$ cat config.mk
export PLATFORM = sky130hd
export DESIGN_NAME = dectape_line_reader
export DESIGN_NICKNAME = d
export VERILOG_FILES = /design/src/rtl/dectape_pkg.sv /design/src/rtl/dectape_diff_sync.sv /design/src/rtl/dectape_line_reader.sv
export SDC_FILE = /design/constraint.sdc
export NUM_CORES = 1
export LEC_CHECK = 0
export CAP_MARGIN = 0
export CORE_UTILIZATION = 58
export CTS_BUF_LIST = sky130_fd_sc_hd__clkbuf_4 sky130_fd_sc_hd__clkbuf_8
export DETAILED_ROUTE_END_ITERATION = 8
export HOLD_SLACK_MARGIN = 0.03
export PLACE_DENSITY = 0.86
export RECOVER_POWER = 100
export SYNTH_ARGS = -nofsm -noshare
export SYNTH_HDL_FRONTEND = slang
export SYNTH_SLANG_ARGS = --single-unit
$ cat constraint.sdc
create_clock -name clk -period 3 [get_ports clk]
set_input_delay 0.45 -clock clk [delete_from_list [all_inputs] [get_ports clk]]
set_output_delay 0.45 -clock clk [all_outputs]
set_load 0.01 [all_outputs]
$ cat src/rtl/dectape_pkg.sv
// Shared DECtape definitions: mark codes, framing constants and the
// line-reader state encoding. Also used by the TC08 control and writer blocks.
package dectape_pkg;

  localparam int unsigned LINE_W     = 3;
  localparam int unsigned MARK_W     = 6;
  localparam int unsigned WORD_W     = 18;
  localparam int unsigned WORD_LINES = 6;

  localparam logic [MARK_W-1:0] MK_END   = 6'o22;
  localparam logic [MARK_W-1:0] MK_BLOCK = 6'o26;
  localparam logic [MARK_W-1:0] MK_GUARD = 6'o32;
  localparam logic [MARK_W-1:0] MK_LOCK  = 6'o10;
  localparam logic [MARK_W-1:0] MK_DATA  = 6'o70;
  localparam logic [MARK_W-1:0] MK_FINAL = 6'o73;

  typedef enum logic [1:0] {
    IDLE   = 2'd0,
    HUNT   = 2'd1,
    LOCKED = 2'd2
  } state_t;

  // True when a six-line mark window holds one of the recognised codes.
  function automatic logic is_legal_mark(input logic [MARK_W-1:0] win);
    case (win)
      MK_END, MK_BLOCK, MK_GUARD, MK_LOCK, MK_DATA, MK_FINAL: return 1'b1;
      default: return 1'b0;
    endcase
  endfunction

endpackage

$ cat src/rtl/dectape_diff_sync.sv
// Synchronizer for one differential read-head pair.
//   clk, rst  : clock, synchronous active-high reset
//   rev       : 1 = complement the bit value (reverse tape motion)
//   pos, neg  : raw head pair
//   valid_c   : synchronized pair is differential (pos ^ neg)
//   value_c   : synchronized pos, complemented when rev = 1
module dectape_diff_sync #(
  parameter int unsigned SYNC_STAGES = 2
) (
  input  logic clk,
  input  logic rst,
  input  logic rev,
  input  logic pos,
  input  logic neg,
  output logic valid_c,
  output logic value_c
);

  logic [SYNC_STAGES-1:0] pos_q;
  logic [SYNC_STAGES-1:0] neg_q;

  // Plain flop chain per leg; the last stage is the usable sample.
  always_ff @(posedge clk) begin
    if (rst) begin
      pos_q <= '0;
      neg_q <= '0;
    end else begin
      pos_q[0] <= pos;
      neg_q[0] <= neg;
      for (int i = 1; i < int'(SYNC_STAGES); i++) begin
        pos_q[i] <= pos_q[i-1];
        neg_q[i] <= neg_q[i-1];
      end
    end
  end

  assign valid_c = pos_q[SYNC_STAGES-1] ^ neg_q[SYNC_STAGES-1];
  assign value_c = pos_q[SYNC_STAGES-1] ^ rev;

endmodule

$ cat src/rtl/dectape_line_reader.sv
// TU55 read front end: turns the five read-head pairs into line strobes,
// mark-track framing and assembled 18-bit words.
//   clk, rst        : clock, synchronous active-high reset
//   rev             : tape direction, 1 = reverse
//   *_rd_pos/_neg   : timing, mark and three data head pairs
//   line_stb        : one pulse per tape line; line_data/line_mark hold its bits
//   moving          : timing track active (no timeout since the last strobe)
//   locked          : word framing established
//   word_valid      : pulse with word_data/word_mark at each word boundary
//   block_mark      : pulse with a word whose mark window is MK_BLOCK
//   mark_err        : pulse when a locked boundary holds an illegal mark
module dectape_line_reader
  import dectape_pkg::*;
#(
  parameter int unsigned TIMEOUT_CYCLES = 10000,
  parameter int unsigned SYNC_STAGES    = 2
) (
  input  logic              clk,
  input  logic              rst,
  input  logic              rev,
  input  logic              t_trk_rd_pos,
  input  logic              t_trk_rd_neg,
  input  logic              rdmk_rd_pos,
  input  logic              rdmk_rd_neg,
  input  logic              rdd_00_rd_pos,
  input  logic              rdd_00_rd_neg,
  input  logic              rdd_01_rd_pos,
  input  logic              rdd_01_rd_neg,
  input  logic              rdd_02_rd_pos,
  input  logic              rdd_02_rd_neg,
  output logic              line_stb,
  output logic [LINE_W-1:0] line_data,
  output logic              line_mark,
  output logic              moving,
  output logic              locked,
  output logic              word_valid,
  output logic [WORD_W-1:0] word_data,
  output logic [MARK_W-1:0] word_mark,
  output logic              block_mark,
  output logic              mark_err
);

  localparam int unsigned CNT_W = $clog2(TIMEOUT_CYCLES + 1);
  localparam int unsigned LC_W  = 3;

  logic t_valid_c, t_value_c;
  logic mk_valid_c, mk_value_c;
  logic d0_valid_c, d0_value_c;
  logic d1_valid_c, d1_value_c;
  logic d2_valid_c, d2_value_c;

  // Timing pair is edge-detected on the raw pos leg, so it never gets the rev complement.
  dectape_diff_sync #(.SYNC_STAGES(SYNC_STAGES)) u_sync_t (
    .clk(clk), .rst(rst), .rev(1'b0), .pos(t_trk_rd_pos), .neg(t_trk_rd_neg),
    .valid_c(t_valid_c), .value_c(t_value_c));
  dectape_diff_sync #(.SYNC_STAGES(SYNC_STAGES)) u_sync_mk (
    .clk(clk), .rst(rst), .rev(rev), .pos(rdmk_rd_pos), .neg(rdmk_rd_neg),
    .valid_c(mk_valid_c), .value_c(mk_value_c));
  dectape_diff_sync #(.SYNC_STAGES(SYNC_STAGES)) u_sync_d0 (
    .clk(clk), .rst(rst), .rev(rev), .pos(rdd_00_rd_pos), .neg(rdd_00_rd_neg),
    .valid_c(d0_valid_c), .value_c(d0_value_c));
  dectape_diff_sync #(.SYNC_STAGES(SYNC_STAGES)) u_sync_d1 (
    .clk(clk), .rst(rst), .rev(rev), .pos(rdd_01_rd_pos), .neg(rdd_01_rd_neg),
    .valid_c(d1_valid_c), .value_c(d1_value_c));
  dectape_diff_sync #(.SYNC_STAGES(SYNC_STAGES)) u_sync_d2 (
    .clk(clk), .rst(rst), .rev(rev), .pos(rdd_02_rd_pos), .neg(rdd_02_rd_neg),
    .valid_c(d2_valid_c), .value_c(d2_value_c));

  state_t            state;
  logic [LC_W-1:0]   lc;
  logic [MARK_W-1:0] win;
  logic [WORD_W-1:0] sr;
  logic [CNT_W-1:0]  cnt;
  logic              t_prev;
  logic              rev_q;

  logic              edge_c;
  logic              rev_chg_c;
  logic              tmo_c;
  logic              mark_c;
  logic [LINE_W-1:0] data_c;
  logic [MARK_W-1:0] win_nx_c;
  logic [WORD_W-1:0] sr_nx_c;

  // Strobe/timeout detection and the next window/shift contents for this line.
  always_comb begin
    edge_c    = t_valid_c & t_value_c & ~t_prev;
    rev_chg_c = rev ^ rev_q;
    // Fires on the cycle the counter steps onto TIMEOUT_CYCLES, so moving
    // drops exactly TIMEOUT_CYCLES cycles after the line_stb pulse.
    tmo_c     = ~edge_c & (cnt == CNT_W'(TIMEOUT_CYCLES - 1));
    mark_c    = mk_valid_c & mk_value_c;
    data_c    = {d0_valid_c & d0_value_c, d1_valid_c & d1_value_c, d2_valid_c & d2_value_c};
    // In reverse the lines arrive last-first; filling from the top keeps each
    // line's {d00,d01,d02} triad and the mark bits in written order.
    if (rev) begin
      win_nx_c = {mark_c, win[MARK_W-1:1]};
      sr_nx_c  = {data_c, sr[WORD_W-1:LINE_W]};
    end else begin
      win_nx_c = {win[MARK_W-2:0], mark_c};
      sr_nx_c  = {sr[WORD_W-LINE_W-1:0], data_c};
    end
  end

  // Line capture, motion timer and framing state machine.
  always_ff @(posedge clk) begin
    if (rst) begin
      state      <= IDLE;
      lc         <= '0;
      win        <= '0;
      sr         <= '0;
      cnt        <= '0;
      t_prev     <= 1'b0;
      rev_q      <= 1'b0;
      line_stb   <= 1'b0;
      line_data  <= '0;
      line_mark  <= 1'b0;
      moving     <= 1'b0;
      locked     <= 1'b0;
      word_valid <= 1'b0;
      word_data  <= '0;
      word_mark  <= '0;
      block_mark <= 1'b0;
      mark_err   <= 1'b0;
    end else begin
      t_prev     <= t_value_c;
      rev_q      <= rev;
      line_stb   <= edge_c;
      word_valid <= 1'b0;
      block_mark <= 1'b0;
      mark_err   <= 1'b0;

      if (edge_c) begin
        line_data <= data_c;
        line_mark <= mark_c;
        win       <= win_nx_c;
        sr        <= sr_nx_c;
        cnt       <= '0;
        moving    <= 1'b1;
      end else begin
        if (cnt != CNT_W'(TIMEOUT_CYCLES)) cnt <= cnt + CNT_W'(1);
        if (tmo_c) moving <= 1'b0;
      end

      if (rev_chg_c) begin
        // Window contents from the other direction are meaningless; start clean.
        win    <= '0;
        sr     <= '0;
        state  <= IDLE;
        lc     <= '0;
        locked <= 1'b0;
      end else if (edge_c) begin
        case (state)
          IDLE: begin
            state <= HUNT;
          end
          HUNT: begin
            if (is_legal_mark(win_nx_c)) begin
              state      <= LOCKED;
              locked     <= 1'b1;
              lc         <= '0;
              word_valid <= 1'b1;
              word_data  <= sr_nx_c;
              word_mark  <= win_nx_c;
              block_mark <= (win_nx_c == MK_BLOCK);
            end
          end
          LOCKED: begin
            if (lc == LC_W'(WORD_LINES - 1)) begin
              lc <= '0;
              if (is_legal_mark(win_nx_c)) begin
                word_valid <= 1'b1;
                word_data  <= sr_nx_c;
                word_mark  <= win_nx_c;
                block_mark <= (win_nx_c == MK_BLOCK);
              end else begin
                mark_err <= 1'b1;
                state    <= HUNT;
                locked   <= 1'b0;
              end
            end else begin
              lc <= lc + LC_W'(1);
            end
          end
          default: begin
            state  <= IDLE;
            lc     <= '0;
            locked <= 1'b0;
          end
        endcase
      end else if (tmo_c) begin
        state  <= IDLE;
        lc     <= '0;
        locked <= 1'b0;
      end
    end
  end

endmodule

==> impl_metrics.env <==
export IMPL_slowest_stage="dlygate4sd3_1"
export IMPL_syn_inst=443
export IMPL_synth_fp_nets=462
export IMPL_grt_overflow=0
export IMPL_drc=0
export IMPL_cts_made_buffers=9
export IMPL_ctsResizeCount=0
export IMPL_syn_area_per_cell_um2=9.747
export IMPL_worst_pin_slew_ns=1.181
export IMPL_post_dp_hpwl_mm=6.508
export IMPL_cts_setup_buffers=0
export IMPL_fin_area_um2=5031
export IMPL_cp_end_kind="register"
export IMPL_num_vias=3531
export IMPL_drtIter0Drc=243
export IMPL_post_drt_wl_per_cell_um=16.86
export IMPL_path_buf_inv=5
export IMPL_cts_htree_levels=3
export IMPL_multi_input_area_um2=2097
export IMPL_final_cells=581
export IMPL_cts_root_buf="clkbuf_8"
export IMPL_ys_warnings_count=0
export IMPL_final_hold_viol_count=0
export IMPL_rsz0062_at_grt="no"
export IMPL_postPlaceCellArea_um2=4866
export IMPL_async_reset_ff_share_pct=0
export IMPL_grt_pass1_wl_mm=15.94
export IMPL_power_density_nw_per_um2=502.0
export IMPL_critical_path_arrival_ns=2.94
export IMPL_n_fill_cell=546
export IMPL_gp_congestion=0.8684
export IMPL_layout_nets=498
export IMPL_critical_path_class="in2reg"
export IMPL_track_usage_pct=27.04
export IMPL_drtAntennaViolNets=0
export IMPL_layout_commonest_cell="dfxtp_1"
export IMPL_antenna_cells=0
export IMPL_portBuffers=46
export IMPL_syn_area_um2=4318
export IMPL_dpl_cell_count=567
export IMPL_ys_seq_area_share_pct=45.90
export IMPL_pre_cts_ws_ns=0.04867
export IMPL_clkTransAtPathRegs_ns=0.09
export IMPL_slew_headroom_pct=21.29
export IMPL_row_count=31
export IMPL_cpMostUsedCell="buf_4"
export IMPL_first_global_vias=3270
export IMPL_max_freq_mhz=368.0
export IMPL_status="finished, final reports clean"
export IMPL_ys_types=56
export IMPL_cts_tree="built"
export IMPL_critical_path_cell_chain="dlygate4sd3_1 -> buf_4 -> inv_2 -> o32ai_1 -> a222oi_1 -> buf_4 -> o21ai_2 -> a22o_2 -> clkbuf_2 -> a211oi_1"
export IMPL_post_route_period_util_pct=90.57
export IMPL_synth_ff_latch_count=99
export IMPL_worst_slack_ns=0.2828
export IMPL_hp_class="reg2reg"
export IMPL_insertion_delay_ns=0.37
export IMPL_routed_wirelength_mm=9.794
export IMPL_final_cell_mix="dfxtp_1 (99), nor2_1 (60), a211oi_1 (38)"
export IMPL_fin_tns_setup_ns=0
export IMPL_ir_drop_mv=0.3556
export IMPL_max_clock_path_buffers=2
export IMPL_synth_ff_type="dfxtp_1"
export IMPL_viasPerCell=6.077
export IMPL_io_pins=47
export IMPL_hold_buffers=0
export IMPL_setup_violations=0
export IMPL_syn2layout_area_growth_pct=16.52
export IMPL_maxSlewViolCount=0
export IMPL_cpPeakStageDelay_ns=0.60
export IMPL_critPathLaunchType="input pin"
export IMPL_fin_crit_ns=2.717
export IMPL_synth_edf_count=0
export IMPL_skew_ns=0.01149
export IMPL_die_x_um=88.28
export IMPL_crit_fanout=14
export IMPL_post_route_util_pct=69.74
export IMPL_drive_gt1_share_pct=11.83
export IMPL_antenna_found_initial=0
export IMPL_p_leak_nw=1.842
export IMPL_start_util_pct=59.85
export IMPL_dr_pass1_iters=5
export IMPL_coreArea_um2=7214
export IMPL_ff_latch_area_um2=1982
export IMPL_path_delay_family="buffers and inverters"
export IMPL_drv_cap=0
export IMPL_required_ns=3.22
export IMPL_cts_sinks=99
export IMPL_grt_max_degree=61
export IMPL_die_area_um2=7793
export IMPL_fp_dieH_um=88.28
Yosys cell counts, drive strengths merged, types with 8 or more instances:
| library cell | n | area [um2] |
|---|---|---|
| nor3 | 10 | 55.05 |
| inv | 10 | 37.53 |
| xnor2 | 8 | 70.07 |
| mux2i | 21 | 210.2 |
| a221oi | 24 | 272.8 |
| buf | 17 | 91.34 |
| a21oi | 12 | 60.06 |
| dfxtp | 99 | 1982 |
| nor2 | 61 | 229.0 |
| nand2 | 20 | 75.07 |
| nand3 | 9 | 45.04 |
| nor2b | 23 | 143.9 |
| a211oi | 50 | 475.5 |
| clkbuf | 19 | 71.32 |
cells by family (layout without fill, tap and decap cells):
family | after synthesis | count (layout) | share of synthesized area (%)
AO/OA/AOI/OAI | 104 | 104 | 22.14
XOR/XNOR | 14 | 14 | 2.840
adder cells (fa/ha/maj) | 6 | 6 | 1.739
buffers and inverters | 46 | 85 | 4.636
flip-flops | 99 | 99 | 45.90
multiplexers | 22 | 22 | 5.129
AND/OR/NAND/NOR | 152 | 152 | 17.62
power by group:
part	total (W)	leakage [nW]	switching (W)	internal, W
Sequential	0.00136	0.804	0.0000188	0.00134
Combinational	0.000158	0.919	0.0000949	0.0000633
Clock	0.00101	0.119	0.000437	0.000570
Total	0.00253	1.84	0.000550	0.00198
layout make-up:
class                           count  area share (%)
Clock buffer                       10           2.736
Clock inverter                      4           1.965
Inverter                           10          0.7461
Multi-Input combinational cell    298           41.68
Sequential cell                    99           39.39
Tap cell                           99           2.462
Timing Repair Buffer               61           11.02
per-layer routing:
metal	wire (um)	global-route usage (%)
met5	0	0
met4	189	11.14
met3	609	5.224
met2	4681	42.87
met1	4313	36.38
worst register-to-register path, delay by kind of cell (launching register included):
| kind | cells | cell delay (ns) |
|---|---|---|
| flip-flops | 1 | 0.31 |
| AND/OR/NAND/NOR | 1 | 0.32 |
| buffers and inverters | 2 | 0.42 |
| AO/OA/AOI/OAI | 5 | 1.32 |
through the flow:
stage	power (W)	hold slack, ns
2_1_floorplan	0.001499	0.4138
3_3_place_gp	0.001544	0.4177
3_5_place_dp	0.001552	0.4296
4_1_cts	0.002540	0.4506
5_1_grt	0.002615	0.4673
6_report	0.002526	0.4477
sequential cells by signal, summed over array words and instances (netlist names), 2 cells and up:
| name | flops |
|---|---|
| u_sync_mk.pos_q | 2 |
| lc | 3 |
| u_sync_t.neg_q | 2 |
| u_sync_d1.pos_q | 2 |
| word_mark | 6 |
| u_sync_d2.pos_q | 2 |
| u_sync_d0.pos_q | 2 |
| state | 2 |
| u_sync_d2.neg_q | 2 |
| word_data | 18 |
| u_sync_t.pos_q | 2 |
| sr | 18 |
| u_sync_d0.neg_q | 2 |
| u_sync_d1.neg_q | 2 |
| u_sync_mk.neg_q | 2 |
| line_data | 3 |
| cnt | 14 |
| win | 6 |
worst paths after layout:
| check | startpoint | endpoint | slack (ns) | cells past startpoint |
|---|---|---|---|---|
| min | u_sync_t.pos_q[0] | u_sync_t.pos_q[1] | 0.45 | 1 |
| max | rev | word_mark[2] | 0.28 | 10 |
| max reg2reg | u_sync_mk.neg_q[1] | word_mark[2] | 0.55 | 8 |
| min reg2reg | u_sync_t.pos_q[0] | u_sync_t.pos_q[1] | 0.45 | 1 |
(Power assumes the default switching activity.)
